File: config.mk
export PLATFORM = sky130hd
export DESIGN_NAME = lmem_port_arbiter
export DESIGN_NICKNAME = d
export VERILOG_FILES = /design/src/rtl/lmem_port_arbiter.sv
export SDC_FILE = /design/constraint.sdc
export NUM_CORES = 1
export LEC_CHECK = 0
export ABC_AREA = 1
export CORE_ASPECT_RATIO = 1.75
export CORE_MARGIN = 2
export CORE_UTILIZATION = 44
export DETAILED_ROUTE_END_ITERATION = 7
export PLACE_DENSITY_LB_ADDON = 0.2
export SLEW_MARGIN = 20
export SYNTH_ARGS = -nofsm -noshare
export SYNTH_HDL_FRONTEND = slang
export SYNTH_SLANG_ARGS = --single-unit
File: constraint.sdc
create_clock -name clk -period 8.35 [get_ports clk]
set_input_delay 0.835 -clock clk [delete_from_list [all_inputs] [get_ports clk]]
set_output_delay 0.835 -clock clk [all_outputs]
set_load 0.02 [all_outputs]
File: src/rtl/lmem_port_arbiter.sv
// -----------------------------------------------------------------------------
// lmem_port_arbiter
//   Shares one layer-memory port between two engines:
//     requester 0 : conv / L0 writer
//     requester 1 : maxpool / L1 reader-writer
//   One memory op is issued per cycle. All memory-side outputs are registered.
//   Read data is returned to the requester that issued the read, two cycles
//   after its grant.
//
// Parameters
//   AW        address width ({y[5:0],x[5:0]} for a 64x64 image)
//   DW        data width (Q4.16)
//   SW        memory-select width
//   FIXED_PRI 0: round-robin between requesters, 1: requester 0 always wins
//
// Ports
//   clk, reset                 rising-edge clock, async active-high reset
//   pause                      blocks new grants; an in-flight read still returns
//   rN_req/we/addr/wdata/sel   request from engine N, held stable until rN_gnt
//   rN_gnt                     combinational accept, request consumed this edge
//   rN_rvalid/rN_rdata         one-cycle read-return pulse; rdata holds after it
//   cwr/caddr_wr/cdata_wr      memory write strobe, address, data
//   crd/caddr_rd/cdata_rd      memory read strobe, address, data (same cycle)
//   csel                       memory select of the op currently on the port
//   busy                       a read is in flight or any requester is asking
// -----------------------------------------------------------------------------
module lmem_port_arbiter #(
  parameter int AW        = 12,
  parameter int DW        = 20,
  parameter int SW        = 3,
  parameter int FIXED_PRI = 0
) (
  input  logic          clk,
  input  logic          reset,
  input  logic          pause,

  input  logic          r0_req,
  input  logic          r0_we,
  input  logic [AW-1:0] r0_addr,
  input  logic [DW-1:0] r0_wdata,
  input  logic [SW-1:0] r0_sel,
  output logic          r0_gnt,
  output logic          r0_rvalid,
  output logic [DW-1:0] r0_rdata,

  input  logic          r1_req,
  input  logic          r1_we,
  input  logic [AW-1:0] r1_addr,
  input  logic [DW-1:0] r1_wdata,
  input  logic [SW-1:0] r1_sel,
  output logic          r1_gnt,
  output logic          r1_rvalid,
  output logic [DW-1:0] r1_rdata,

  output logic          cwr,
  output logic [AW-1:0] caddr_wr,
  output logic [DW-1:0] cdata_wr,
  output logic          crd,
  output logic [AW-1:0] caddr_rd,
  input  logic [DW-1:0] cdata_rd,
  output logic [SW-1:0] csel,
  output logic          busy
);

  // Priority pointer: 0 -> requester 0 wins a tie, 1 -> requester 1 wins.
  logic          ptr_q, ptr_d;

  // Memory-side issue registers.
  logic          cwr_q, cwr_d;
  logic          crd_q, crd_d;
  logic [AW-1:0] caddr_wr_q, caddr_wr_d;
  logic [DW-1:0] cdata_wr_q, cdata_wr_d;
  logic [AW-1:0] caddr_rd_q, caddr_rd_d;
  logic [SW-1:0] csel_q, csel_d;

  // Owner of the read currently on the port (meaningful only while crd_q).
  logic          rd_owner_q, rd_owner_d;

  // Read-return registers.
  logic          r0_rvalid_q, r0_rvalid_d;
  logic          r1_rvalid_q, r1_rvalid_d;
  logic [DW-1:0] r0_rdata_q, r0_rdata_d;
  logic [DW-1:0] r1_rdata_q, r1_rdata_d;

  // Fields of the winning request.
  logic          gnt_any;
  logic          win_we;
  logic [AW-1:0] win_addr;
  logic [DW-1:0] win_wdata;
  logic [SW-1:0] win_sel;

  // Grants are also held low during reset so every output reads 0 then.
  always_comb begin : arbitrate
    // NOTE: every combinational output gets a default first, so no path can
    // leave it unassigned and infer a latch.
    r0_gnt = 1'b0;
    r1_gnt = 1'b0;
    if (!reset && !pause) begin
      if (r0_req && r1_req) begin
        if (FIXED_PRI != 0 || !ptr_q) r0_gnt = 1'b1;
        else                          r1_gnt = 1'b1;
      end else begin
        r0_gnt = r0_req;
        r1_gnt = r1_req;
      end
    end
  end

  always_comb begin : next_state
    gnt_any   = r0_gnt | r1_gnt;
    win_we    = r1_gnt ? r1_we    : r0_we;
    win_addr  = r1_gnt ? r1_addr  : r0_addr;
    win_wdata = r1_gnt ? r1_wdata : r0_wdata;
    win_sel   = r1_gnt ? r1_sel   : r0_sel;

    // Loser of this grant gets priority next time; no grant, no change.
    ptr_d = ptr_q;
    if (r0_gnt)      ptr_d = 1'b1;
    else if (r1_gnt) ptr_d = 1'b0;

    cwr_d      = gnt_any &  win_we;
    crd_d      = gnt_any & ~win_we;
    // Addresses and select hold when idle; write data is zeroed unless writing.
    caddr_wr_d = cwr_d   ? win_addr  : caddr_wr_q;
    cdata_wr_d = cwr_d   ? win_wdata : '0;
    caddr_rd_d = crd_d   ? win_addr  : caddr_rd_q;
    csel_d     = gnt_any ? win_sel   : csel_q;
    rd_owner_d = crd_d   ? r1_gnt    : rd_owner_q;

    // The memory answers in the cycle crd is high; capture it for the owner.
    r0_rvalid_d = crd_q & ~rd_owner_q;
    r1_rvalid_d = crd_q &  rd_owner_q;
    r0_rdata_d  = r0_rvalid_d ? cdata_rd : r0_rdata_q;
    r1_rdata_d  = r1_rvalid_d ? cdata_rd : r1_rdata_q;
  end

  always_ff @(posedge clk or posedge reset) begin
    if (reset) begin
      // Reset empties the read pipeline, so an in-flight read is dropped.
      ptr_q       <= 1'b0;
      cwr_q       <= 1'b0;
      crd_q       <= 1'b0;
      caddr_wr_q  <= '0;
      cdata_wr_q  <= '0;
      caddr_rd_q  <= '0;
      csel_q      <= '0;
      rd_owner_q  <= 1'b0;
      r0_rvalid_q <= 1'b0;
      r1_rvalid_q <= 1'b0;
      r0_rdata_q  <= '0;
      r1_rdata_q  <= '0;
    end else begin
      // NOTE: non-blocking assignments so every flop samples the values from
      // before this edge, independent of statement order.
      ptr_q       <= ptr_d;
      cwr_q       <= cwr_d;
      crd_q       <= crd_d;
      caddr_wr_q  <= caddr_wr_d;
      cdata_wr_q  <= cdata_wr_d;
      caddr_rd_q  <= caddr_rd_d;
      csel_q      <= csel_d;
      rd_owner_q  <= rd_owner_d;
      r0_rvalid_q <= r0_rvalid_d;
      r1_rvalid_q <= r1_rvalid_d;
      r0_rdata_q  <= r0_rdata_d;
      r1_rdata_q  <= r1_rdata_d;
    end
  end

  assign cwr       = cwr_q;
  assign crd       = crd_q;
  assign caddr_wr  = caddr_wr_q;
  assign cdata_wr  = cdata_wr_q;
  assign caddr_rd  = caddr_rd_q;
  assign csel      = csel_q;
  assign r0_rvalid = r0_rvalid_q;
  assign r1_rvalid = r1_rvalid_q;
  assign r0_rdata  = r0_rdata_q;
  assign r1_rdata  = r1_rdata_q;

  // A read is in flight from issue on the port until its data is captured.
  assign busy = ~reset & (crd_q | r0_req | r1_req);

endmodule

==> impl_metrics.csv <==
group,metric,value,unit
run,drv_cap,0,
route,vias_per_cell,4.85,
worst_setup_path,cp.required,7.52,ns
yosys,synth_cells,436,
sta,hold_viol_final,0,
finish,drive_above_1_share,0.0714,
floorplanning,rows,46,
worst_setup_path,crit_slowest_cell,"clkdlybuf4s50_1",
route,post_drt_wl_per_cell,14.8,um
global_route,grt_max_degree,72,
yosys,synthAdderAreaFrac,0,
finish,layout_commonest_cell,"clkdlybuf4s50_1",
clock_network,holdBufCountCts,0,
worst_setup_path,end_kind,"output port",
clock_network,cts_resized,0,
worst_setup_path,critPathKind,"input port to output port",
yosys,synth_seq_cells,93,
sta,slew_headroom,0.309,
clock_network,clockBufferDepth,2,
worst_setup_path,critical_path.cell_chain,"clkdlybuf4s50_1 -> nand2_1 -> nand3_4 -> inv_2 -> clkdlybuf4s50_1",
clock_network,post_cts_buffers,0,
finish,diodes,0,
route,final_antenna_net_count,0,
clock_network,root_buffer,"clkbuf_16",
worst_setup_path,start_kind,"input port",
hold_path,holdCritPathClass,"register to register",
clock_network,cts.sinks,93,
floorplanning,die_h,130,um
route,routed_wl,10900,um
sta,fmax,235,MHz
clock_network,clk_pin_slew,0.06,ns
status,status,"finished clean",
power,ir_drop,0.123,mV
yosys,yosys.area_share.simple,0.232,
route,drt_pass1_iterations,4,
sta,worst_pin_slew,1.04,ns
sta,hold_slack,0.479,ns
global_route,antenna_found_initial,0,
yosys,synth_area_per_cell,9.14,um^2
yosys,synth_nets,533,
clock_network,htreeDepth,3,
yosys,syn_area,3990,um^2
floorplanning,core,8920,um^2
finish,areaGrowthSynthToFinish,55.1,%
yosys,synthMuxAreaShare,0,
yosys,synth_xor_area_frac,0,
power,powerDensity,242,nW/um^2
worst_setup_path,crit_buf_inv,3,
sta,setup_ws,4.09,ns
sta,setup_viol,0,
place,io_buffer_count,190,
floorplanning,start_util,0.447,
floorplanning,ios,191,
sta,maxSlewViolCount,0,
finish,nFillCells,751,
route,drc_errors,0,
sta,skew,0.00692,ns
floorplanning,dieArea,9860,um^2
finish,final_cell_mix,"clkdlybuf4s50_1 (190), nand2_1 (167), dfrtp_1 (93), o21ai_0 (41), inv_1 (34)",
yosys,ys_seq_area_frac,0.584,
worst_setup_path,arrival,3.42,ns
route,drtIter0Drc,183,
worst_setup_path,crit_top_cell,"clkdlybuf4s50_1",
worst_setup_path,max_stage_delay,0.70,ns
worst_setup_path,critPathMaxFanout,41,
place,dp_hpwl,8150,um
global_route,grt_usage,0.225,
yosys,synth_top_family_by_area,"simple AND/OR/NAND/NOR gates",
clock_network,clk_latency,0.34,ns
sta,fin_crit_sh,0.510,
clock_network,cts_buffers,9,
global_route,grt_pass1_wl,17300,um
place,place.gp.congestion,0.845,
finish,fin_nets,708,
worst_setup_path,crit_family,"buffers and inverters",
sta,rsz0062_at_grt,"false",
yosys,synth_compound_area_frac,0.107,
route,via_count,3571,
global_route,grt_pass1_vias,3602,
clock_network,cts_tree,"done",
place,dpl_worst_slack,4.07,ns
sta,fin_crit,4.26,ns
yosys,ys_warn_count,0,
floorplanning,die_x,75.9,um
yosys,synth_cell_type_count,21,
power,p_leak,2.95,nW
sta,finalSetupTns,0,ns
global_route,grt-ovfl-total,0,
-- final timing paths --
path | startpoint | endpoint | slack [ns] | cells past startpoint
setup / recovery | r0_req | r1_gnt | 4.09 | 5
hold / removal | caddr_rd[5]$_DFFE_PP0P_ | caddr_rd[5]$_DFFE_PP0P_ | 0.48 | 2
setup reg to reg | ptr_q$_DFFE_PP0P_ | caddr_wr[2]$_DFFE_PP0P_ | 6.00 | 7
hold reg to reg | caddr_rd[5]$_DFFE_PP0P_ | caddr_rd[5]$_DFFE_PP0P_ | 0.48 | 2
max in group asynchronous | reset | caddr_rd[3]$_DFFE_PP0P_ | 6.19 | 3
min in group asynchronous | reset | caddr_rd[10]$_DFFE_PP0P_ | 0.99 | 2
-- tightest hold or removal path, stage by stage, from the launching register on --
cell and delay (ns):
dfrtp_1 0.34, nand2_1 0.05, nand2_1 0.05
-- cells by family after synthesis --
kind of cell    after synthesis
compound gates               67
buf+inv                      63
flops                        93
simple gates                213
-- synth_stat cells (all sizes together) --
master / count / area share
nand2: 169 / 0.16
dfrtp: 93 / 0.58
o21ai: 41 / 0.051
inv: 36 / 0.034
nand3: 27 / 0.041
a21oi: 21 / 0.044
buf: 18 / 0.035
nand4: 14 / 0.024
clkbuf: 9 / 0.0085
o211ai: 4 / 0.0075
nor2: 3 / 0.0069
o21a: 1 / 0.0038
-- registers in the layout, summed over array words and instances, names as in the netlist --
signal,cells
caddr_wr,12
caddr_rd,12
rd_owner_q,1
csel,3
r1_rvalid,1
crd,1
cdata_wr,20
ptr_q,1
r0_rvalid,1
r1_rdata,20
cwr,1
r0_rdata,20
-- power breakdown --
| group | leakage (nW) | switching, mW | total, mW | internal, mW |
|---|---|---|---|---|
| clock network | 0.150 | 0.159 | 0.407 | 0.248 |
| registers | 1.18 | 0.0506 | 0.595 | 0.545 |
| logic | 1.62 | 0.252 | 0.491 | 0.239 |
| total | 2.95 | 0.461 | 1.49 | 1.03 |
-- stage by stage --
step / utilization / power (mW) / instances / instance area (um^2)
floorplan: - / 0.830 / 436 / 3990
finish: 0.693 / 1.49 / 736 / 6180
global route: 0.693 / 1.57 / 736 / 6180
global placement: 0.658 / 1.08 / 720 / 5870
detailed placement: 0.658 / 1.10 / 720 / 5870
CTS: 0.693 / 1.51 / 736 / 6180
-- metal layers --
| layer | global-route usage | up-vias | part of all wire |
|---|---|---|---|
| met5 | 0 | - | 0 |
| met1 | 0.245 | 1657 | 0.36 |
| met2 | 0.400 | 153 | 0.54 |
| met4 | 0.119 | 0 | 0.032 |
| li1 | - | 1735 | - |
| met3 | 0.0622 | 26 | 0.071 |
-- final cells by class --
type,count,area (um^2),area share
multi-input combinational,280,1350,0.219
timing repair buffer,191,1910,0.309
sequential,93,2330,0.377
clock buffer,13,260,0.0421
clock inverter,3,43.8,0.00709
tap,120,150,0.0243
inverter,36,138,0.0223
No activity file was read; power rests on OpenSTA's default activity.
